$ cat config.mk
export PLATFORM = sky130hd
export DESIGN_NAME = apb_irq_master
export DESIGN_NICKNAME = d
export VERILOG_FILES = /design/src/rtl/apb_irq_master_pkg.sv /design/src/rtl/apb_irq_master_xfer.sv /design/src/rtl/apb_irq_master.sv
export SDC_FILE = /design/constraint.sdc
export NUM_CORES = 1
export LEC_CHECK = 0
export CAP_MARGIN = 25
export CELL_PAD_IN_SITES_DETAIL_PLACEMENT = 0
export CELL_PAD_IN_SITES_GLOBAL_PLACEMENT = 1
export CORE_MARGIN = 5
export CORE_UTILIZATION = 34
export CTS_CLUSTER_DIAMETER = 80
export DETAILED_ROUTE_END_ITERATION = 7
export PLACE_DENSITY_LB_ADDON = 0.1
export SETUP_SLACK_MARGIN = 0.1
export SLEW_MARGIN = 10
export SYNTH_ARGS = -nofsm -noshare
export SYNTH_HDL_FRONTEND = slang
export SYNTH_SLANG_ARGS = --single-unit
$ cat constraint.sdc
create_clock -name pclk -period 4.6 [get_ports pclk]
set_input_delay 1.38 -clock pclk [delete_from_list [all_inputs] [get_ports pclk]]
set_output_delay 1.38 -clock pclk [all_outputs]
set_load 0.03 [all_outputs]
$ cat src/rtl/apb_irq_master_pkg.sv
// Shared encodings for the APB IRQ master: transfer phases, op sources, status register layout.
package apb_irq_master_pkg;

  localparam logic [1:0] ST_IDLE   = 2'd0;
  localparam logic [1:0] ST_SETUP  = 2'd1;
  localparam logic [1:0] ST_ACCESS = 2'd2;
  localparam logic [1:0] ST_GAP    = 2'd3;

  typedef enum logic [1:0] {
    OP_CMD    = 2'd0,
    OP_SVC_RD = 2'd1,
    OP_SVC_WR = 2'd2
  } op_e;

  localparam logic [7:0] STATUS_ADDR_DEF = 8'h04;
  localparam int         PEND_LSB        = 4;
  localparam int         PEND_W          = 4;

endpackage

$ cat src/rtl/apb_irq_master_xfer.sv
// Single APB transfer engine: SETUP, ACCESS with optional timeout, then one idle GAP cycle.
module apb_irq_master_xfer
  import apb_irq_master_pkg::*;
#(
  parameter int ADDR_W  = 8,
  parameter int TIMEOUT = 16
) (
  input  logic              pclk,
  input  logic              reset,
  input  logic              start_i,
  input  logic              write_i,
  input  logic [ADDR_W-1:0] addr_i,
  input  logic [31:0]       wdata_i,
  output logic              idle_o,
  output logic              done_o,
  output logic              err_o,
  output logic [31:0]       rdata_o,
  output logic [ADDR_W-1:0] paddr_o,
  output logic              pwrite_o,
  output logic              psel_o,
  output logic              penable_o,
  output logic [31:0]       pwdata_o,
  input  logic [31:0]       prdata_i,
  input  logic              pready_i,
  input  logic              pslverr_i
);

  localparam logic [15:0] TMO_LAST = 16'(TIMEOUT - 1);

  logic [1:0]        st_q, st_d;
  logic [15:0]       cnt_q, cnt_d;
  logic [ADDR_W-1:0] addr_q, addr_d;
  logic              wr_q, wr_d;
  logic [31:0]       wd_q, wd_d;
  logic [31:0]       rd_q, rd_d;
  logic              err_q, err_d;
  logic              tmo_hit;

  // cnt_q holds the number of ACCESS cycles already spent without pready
  assign tmo_hit = (TIMEOUT != 0) && (cnt_q == TMO_LAST);

  always_comb begin
    st_d   = st_q;
    cnt_d  = cnt_q;
    addr_d = addr_q;
    wr_d   = wr_q;
    wd_d   = wd_q;
    rd_d   = rd_q;
    err_d  = err_q;
    case (st_q)
      ST_IDLE: begin
        if (start_i) begin
          st_d   = ST_SETUP;
          addr_d = addr_i;
          wr_d   = write_i;
          wd_d   = wdata_i;
        end
      end
      ST_SETUP: begin
        st_d  = ST_ACCESS;
        cnt_d = '0;
      end
      ST_ACCESS: begin
        if (pready_i) begin
          st_d  = ST_GAP;
          err_d = pslverr_i;
          rd_d  = (wr_q || pslverr_i) ? 32'h0 : prdata_i;
        end else if (tmo_hit) begin
          st_d  = ST_GAP;
          err_d = 1'b1;
          rd_d  = 32'h0;
        end else begin
          cnt_d = cnt_q + 16'd1;
        end
      end
      default: st_d = ST_IDLE;
    endcase
  end

  always_ff @(posedge pclk or posedge reset) begin
    if (reset) begin
      st_q   <= ST_IDLE;
      cnt_q  <= '0;
      addr_q <= '0;
      wr_q   <= 1'b0;
      wd_q   <= '0;
      rd_q   <= '0;
      err_q  <= 1'b0;
    end else begin
      st_q   <= st_d;
      cnt_q  <= cnt_d;
      addr_q <= addr_d;
      wr_q   <= wr_d;
      wd_q   <= wd_d;
      rd_q   <= rd_d;
      err_q  <= err_d;
    end
  end

  // Bus strobes decode straight from the state so reset drops them immediately
  assign psel_o    = (st_q == ST_SETUP) || (st_q == ST_ACCESS);
  assign penable_o = (st_q == ST_ACCESS);
  assign paddr_o   = addr_q;
  assign pwrite_o  = wr_q;
  assign pwdata_o  = wd_q;
  assign idle_o    = (st_q == ST_IDLE);
  assign done_o    = (st_q == ST_GAP);
  assign err_o     = err_q;
  assign rdata_o   = rd_q;

endmodule

$ cat src/rtl/apb_irq_master.sv
// APB initiator: arbitrates host commands against automatic IRQ service (read status, write-clear).
module apb_irq_master
  import apb_irq_master_pkg::*;
#(
  parameter int                ADDR_W      = 8,
  parameter logic [ADDR_W-1:0] STATUS_ADDR = ADDR_W'(STATUS_ADDR_DEF),
  parameter int                TIMEOUT     = 16
) (
  input  logic              pclk,
  input  logic              reset,
  input  logic              cmd_valid,
  output logic              cmd_ready,
  input  logic              cmd_write,
  input  logic [ADDR_W-1:0] cmd_addr,
  input  logic [31:0]       cmd_wdata,
  output logic              rsp_valid,
  output logic [31:0]       rsp_rdata,
  output logic              rsp_err,
  input  logic              auto_en,
  input  logic              irq,
  output logic [3:0]        irq_serviced,
  output logic              svc_err,
  output logic [ADDR_W-1:0] paddr,
  output logic              pwrite,
  output logic              psel,
  output logic              penable,
  output logic [31:0]       pwdata,
  input  logic [31:0]       prdata,
  input  logic              pready,
  input  logic              pslverr
);

  op_e               op_q, op_d;
  logic [PEND_W-1:0] pend_q, pend_d;
  logic              wr_pend_q, wr_pend_d;

  logic              x_idle, x_done, x_err, x_start, x_write;
  logic [ADDR_W-1:0] x_addr;
  logic [31:0]       x_wdata, x_rdata;
  logic              svc_req;
  logic [PEND_W-1:0] rd_pend;

  assign svc_req = auto_en & irq;
  assign rd_pend = x_rdata[PEND_LSB +: PEND_W];

  // A pending SVC_WR owns the next IDLE slot, keeping the service sequence atomic
  assign x_start   = x_idle & (wr_pend_q | svc_req | cmd_valid);
  assign cmd_ready = x_idle & ~wr_pend_q & ~svc_req & ~reset;

  always_comb begin
    x_write = cmd_write;
    x_addr  = cmd_addr;
    x_wdata = cmd_wdata;
    op_d    = op_q;
    if (wr_pend_q) begin
      x_write = 1'b1;
      x_addr  = STATUS_ADDR;
      x_wdata = {{(32-PEND_W){1'b0}}, pend_q};
    end else if (svc_req) begin
      x_write = 1'b0;
      x_addr  = STATUS_ADDR;
      x_wdata = 32'h0;
    end
    if (x_start)
      op_d = wr_pend_q ? OP_SVC_WR : (svc_req ? OP_SVC_RD : OP_CMD);
  end

  always_comb begin
    pend_d    = pend_q;
    wr_pend_d = wr_pend_q;
    if (x_done && op_q == OP_SVC_RD && !x_err) begin
      pend_d    = rd_pend;
      wr_pend_d = |rd_pend;
    end else if (x_start && wr_pend_q) begin
      wr_pend_d = 1'b0;
    end
  end

  always_ff @(posedge pclk or posedge reset) begin
    if (reset) begin
      op_q      <= OP_CMD;
      pend_q    <= '0;
      wr_pend_q <= 1'b0;
    end else begin
      op_q      <= op_d;
      pend_q    <= pend_d;
      wr_pend_q <= wr_pend_d;
    end
  end

  apb_irq_master_xfer #(
    .ADDR_W  (ADDR_W),
    .TIMEOUT (TIMEOUT)
  ) u_xfer (
    .pclk      (pclk),
    .reset     (reset),
    .start_i   (x_start),
    .write_i   (x_write),
    .addr_i    (x_addr),
    .wdata_i   (x_wdata),
    .idle_o    (x_idle),
    .done_o    (x_done),
    .err_o     (x_err),
    .rdata_o   (x_rdata),
    .paddr_o   (paddr),
    .pwrite_o  (pwrite),
    .psel_o    (psel),
    .penable_o (penable),
    .pwdata_o  (pwdata),
    .prdata_i  (prdata),
    .pready_i  (pready),
    .pslverr_i (pslverr)
  );

  // Completion pulses all land in the GAP cycle of the finishing transfer
  assign rsp_valid    = x_done & (op_q == OP_CMD);
  assign rsp_rdata    = rsp_valid ? x_rdata : 32'h0;
  assign rsp_err      = rsp_valid & x_err;
  assign irq_serviced = (x_done && op_q == OP_SVC_WR && !x_err) ? pend_q : 4'h0;
  assign svc_err      = x_done & (op_q != OP_CMD) & x_err;

endmodule
==> run summary, run 1 <==
crit path max-delay cell type - clkdlybuf4s50_1
CTS sink count - 99
pwr/cell area - 620 nW/um^2
core region area - 13200 um^2
Worst setup SP type - input port
Multi-input gate area - 1930 um^2
DRC viols - 0
worst r2r src - u_xfer.cnt_q[0]
GR Util All Layers - 16.9%
detailed-router iteration count before antenna repair - 6
num ports - 163
PostCTS Resize Cnt - 0
standby leakage power - 0.00303 uW
Max-Cap Viols - 0
slew margin rel. - 44.1%
worst skew pair latency - 0.35 ns
EDFF count, synth - 0
Worst-Margin Slew - 0.839 ns
status - completed
crit end category - primary output
Clock transition at path regs - 0.07 ns
final setup vio count - 0
Worst Path Class, Setup - in -> out
final net count - 689
M2 GR Usage - 27.5%
die width - 126 um
Distinct cells, synth - 56
Via density - 5.05
P&R area growth vs syn - 45.8%
hold path startpoint - u_xfer.pwdata_o[21]
Syn Nets - 536
GR peak layer - met2
Synth area leader - dfrtp_1
worst reg-to-reg setup slack - 2.35 ns
register area share after synthesis - 54.4%
met3 Use GR - 5.08%
Total Wirelength - 13.2 mm
count leader, synth - dfrtp_1
Post-CTS Setup Bufs - 0
setup repair after global routing missed its margin - false
Starting Density - 34.6%
Post-Syn Instances - 452
critical path peak fanout - 4
Syn Area/Cell - 10.1 um^2
largest net degree at the start of global routing - 66
synthesized area - 4560 um^2
Worst EP required - 3.22 ns
register area - 2480 um^2
initial antenna violation count - 0
Max Slew Vio Count - 0
Worst Hold Class - reg -> reg
Peak VDD IR - 337 uV
H-Tree Depth - 3
routed vias - 3967
Synth top area share - 54.4%
Setup Skew - 0.00805 ns
CP max stage delay - 0.49 ns
met1 Resource Use GR - 21.9%
GPL Wtd Cong - 0.747
fill cell count - 1248
initial drt markers - 267
CTS Buffer Depth - 2
cts hold-fix bufs - 0
crit path time final - 3.86 ns
Num CTS Buffers - 9
ys flop type - dfrtp_1
DP HPWL - 9.16 mm
WL/cell - 16.8 um
Post-synth ARST share - 100%
reg2reg end - u_xfer.cnt_q[1]
die area - 15800 um^2
Design Power - 4120 uW
fmax - 0.259 GHz
Synth top cells by count - dfrtp_1 (99), nand2_1 (94), nand3_1 (45)
global-route wire length before repair - 21.5 mm
gr ovfl total - 0
Syn. warnings - 0
Setup Total Neg Slack - 0 ns
hold worst-path end - u_xfer.pwdata_o[21]
CP cell instances - clkdlybuf4s50_1, a21oi_4, nand2_1, nor2_1, buf_4
fin crit share - 84.0%
Worst EP arrival - 2.48 ns
Final Hold Vio Count - 0
hold path cells - 2
Antenna diodes - 0
R2R depth - 5
layout cell share with drive strength beyond 1 - 7.05%
site row count - 42
PortBufs - 162
Final ANT Viol Nets - 0
Area contributors post-synth - dfrtp_1 (54%), nand2_1 (7.7%), a22o_1 (6.1%)
FF+latch count, synth - 99
DIE HEIGHT - 126 um
root buffer cell - clkbuf_16
number of global-route vias before repair - 4041
CTS tree - yes
==> metal layers <==
layer / vias up / wire, um
met5: - / 0
met3: 15 / 734
met4: 0 / 183
li1: 1913 / -
met1: 1938 / 5970
met2: 101 / 6310
==> cells in the final DEF, fill, tap and decap left out, types with 4 or more instances in the layout <==
cell	netlist	final
ha_1	4	4
dfrtp_1	99	99
and4_1	4	4
buf_4	0	10
clkdlybuf4s50_1	0	161
a211o_1	4	4
or4_1	4	4
inv_1	6	5
and2_1	37	37
a221oi_1	4	4
nand3_1	45	45
a22o_1	32	32
mux2_2	4	4
nand2_1	94	94
o21ai_0	10	10
a31oi_1	6	6
clkbuf_16	0	9
nor2_1	14	14
o211ai_1	4	4
a21oi_1	5	4
==> sequential cells by signal, summed over array words and instances (netlist names) <==
signal / flops
op_q: 2
pend_q: 4
u_xfer.cnt_q: 16
u_xfer.err_o: 1
u_xfer.paddr_o: 8
u_xfer.pwdata_o: 32
u_xfer.pwrite_o: 1
u_xfer.rdata_o: 32
u_xfer.st_q: 2
wr_pend_q: 1
==> stage by stage <==
stage / setup slack [ns] / hold slack (ns) / instances / instance area, um^2 / util, %
floorplan: 0.630 / 0.464 / 452 / 4560 / -
detailed placement: 0.734 / 0.455 / 770 / 6350 / 48.1
global placement: 0.744 / 0.448 / 770 / 6350 / 48.1
finish: 0.736 / 0.463 / 786 / 6650 / 50.4
global route: 0.656 / 0.491 / 786 / 6650 / 50.4
CTS: 0.727 / 0.471 / 786 / 6650 / 50.4
==> cells by family (layout without fill, tap and decap cells) <==
kind of cell,after synthesis,count (layout),share of synthesized area (%)
adder cells (fa/ha/maj),4,4,1.10
AO/OA/AOI/OAI,85,85,14.6
buffers and inverters,36,194,3.82
multiplexers,5,5,1.21
flip-flops,99,99,54.4
AND/OR/NAND/NOR,223,223,25.0
==> worst max-delay path: cells and delay by family <==
| family | cells | cell delay, ns |
|---|---|---|
| compound gates | 1 | 0.18 |
| simple gates | 2 | 0.26 |
| buf+inv | 2 | 0.66 |
==> worst max-delay path by stage <==
| stage | from | endpoint | slack, ns |
|---|---|---|---|
| after floorplan | reset | op_q[0] | 0.63 |
| after global placement | auto_en | cmd_ready | 0.74 |
| after detailed placement | auto_en | cmd_ready | 0.73 |
| after CTS | auto_en | cmd_ready | 0.73 |
| after global routing | u_xfer.st_q[1] | irq_serviced[1] | 0.66 |
| final | auto_en | cmd_ready | 0.74 |
==> layout make-up <==
cell class / instances / share of cell area, %
flip-flops and latches: 99 / 37.3
clock buffers: 9 / 3.39
clock inverters: 7 / 1.11
well taps: 176 / 3.31
multi-input cells: 317 / 29.1
inverters: 7 / 0.433
repair buffers: 171 / 25.4
==> where the power goes <==
| group | internal, uW | switching, uW | total (uW) | leakage, uW |
|---|---|---|---|---|
| combinational | 759 | 1100 | 1860 | 0.00159 |
| clock | 427 | 353 | 779 | 0.000152 |
| sequential | 1240 | 243 | 1480 | 0.00129 |
Power figures use the tool's default switching activity.
==> run 2: changes to the inputs <==
- clock period: 4.6 -> 3.6 ns (I/O delays scaled with it)
==> run summary, run 2 (synthesized netlist as in run 1, its figures left out) <==
status - completed
die area - 15800 um^2
highest-count cells in the layout ignoring fill and taps - clkdlybuf4s50_1 (161), dfrtp_1 (99), nand2_1 (94)
final net count - 693
crit path time final - 3.37 ns
GR Util All Layers - 16.7%
Final Hold Vio Count - 0
most common cell after layout, fill and taps aside - clkdlybuf4s50_1
reg2reg end - u_xfer.cnt_q[1]
detailed-router iteration count before antenna repair - 4
crit path max-delay cell type - clkdlybuf4s50_1
cts hold-fix bufs - 0
layout cell share with drive strength beyond 1 - 7.35%
PortBufs - 162
CTS tree - yes
initial drt markers - 314
global-route wire length before repair - 21.4 mm
Clock transition at path regs - 0.06 ns
worst skew pair latency - 0.35 ns
root buffer cell - clkbuf_16
slew margin rel. - 51.6%
largest net degree at the start of global routing - 40
DP HPWL - 9.45 mm
worst r2r src - u_xfer.cnt_q[0]
setup repair after global routing missed its margin - false
number of global-route vias before repair - 4066
Worst setup SP type - flop
Worst Hold Class - reg -> reg
Via density - 5.01
fin crit share - 93.6%
DIE HEIGHT - 126 um
initial antenna violation count - 0
Worst Path Class, Setup - reg -> out
Setup Total Neg Slack - 0 ns
Num CTS Buffers - 9
hold slack - 0.461 ns
top cell family by delay on the critical path - buffers and inverters
Worst EP required - 2.52 ns
Setup Skew - 0.00611 ns
routed vias - 3947
CP bufs+invs - 2
hold path startpoint - u_xfer.pwdata_o[26]
crit end category - primary output
core region area - 13200 um^2
Peak VDD IR - 337 uV
R2R depth - 5
gr ovfl total - 0
fmax - 0.297 GHz
Post-CTS Setup Bufs - 0
P&R area growth vs syn - 47.4%
num ports - 163
H-Tree Depth - 3
CTS sink count - 99
die width - 126 um
Antenna diodes - 0
Total Wirelength - 13.2 mm
standby leakage power - 0.00305 uW
Max-Cap Viols - 0
Starting Density - 34.6%
CP max stage delay - 0.70 ns
Worst-Margin Slew - 0.720 ns
CP cell instances - ha_1, nor3b_2, buf_6, and2_1, clkdlybuf4s50_1
CTS Buffer Depth - 2
DRC viols - 0
Final ANT Viol Nets - 0
Worst EP arrival - 2.29 ns
PostCTS Resize Cnt - 1
final setup vio count - 0
pwr/cell area - 795 nW/um^2
site row count - 42
worst reg-to-reg setup slack - 1.33 ns
WL/cell - 16.8 um
hold worst-path end - u_xfer.pwdata_o[26]
GPL Wtd Cong - 0.750
Max Slew Vio Count - 0
critical path peak fanout - 34
hold path cells - 2
-- run 2: cell types whose count changed in the layout (fill, tap and decap cells not counted), moves of 2 or more --
cell,before,now
inv_6,2,0
clkinv_2,3,0
clkbuf_8,0,2
buf_4,10,12
-- run 2: final cells by class --
cell class	count	area, um^2
Timing Repair Buffer	175	1730
Multi-Input combinational cell	317	1940
Inverter	7	30.0
Sequential cell	99	2480
Clock buffer	12	256
Clock inverter	2	60.1
Tap cell	176	220
Fill cell	1229	6470
-- run 2: tightest hold or removal path, cell delays in order, from the launching register on --
cell	delay [ns]
dfrtp_1	0.34
nand2_1	0.05
nand2_1	0.04
-- run 2: metrics by stage --
step	utilization (%)	cells	setup slack, ns	cell area [um^2]	power [uW]
after CTS	50.9	788	0.149	6710	5410
after global routing	50.9	788	0.106	6720	5700
after floorplan	-	452	0.684	4560	3330
after detailed placement	48.5	774	0.332	6390	4330
final	50.9	788	0.231	6720	5340
after global placement	48.5	774	0.340	6390	4300
-- run 2: how the worst max path moves through the flow --
stage / start / end / slack [ns] / cells after the start
6_report: u_xfer.st_q[1] / rsp_err / 0.23 / 5
5_1_grt: u_xfer.st_q[1] / rsp_rdata[28] / 0.11 / 5
4_1_cts: u_xfer.st_q[1] / rsp_rdata[25] / 0.15 / 5
3_5_place_dp: auto_en / cmd_ready / 0.33 / 5
3_3_place_gp: auto_en / cmd_ready / 0.34 / 5
2_1_floorplan: auto_en / cmd_ready / 0.68 / 3
-- run 2: power breakdown --
| part | total (uW) | switching, uW | internal, uW |
|---|---|---|---|
| combinational | 2400 | 1410 | 988 |
| clock | 1040 | 405 | 640 |
| sequential | 1900 | 315 | 1580 |
| total | 5340 | 2130 | 3210 |
-- run 2: layer usage --
layer	track usage, %	up-vias	wire, um
met4	6.37	0	267
met1	22.1	1883	6060
met3	4.49	21	819
met2	26.2	127	6060
met5	0	-	0
li1	-	1916	-
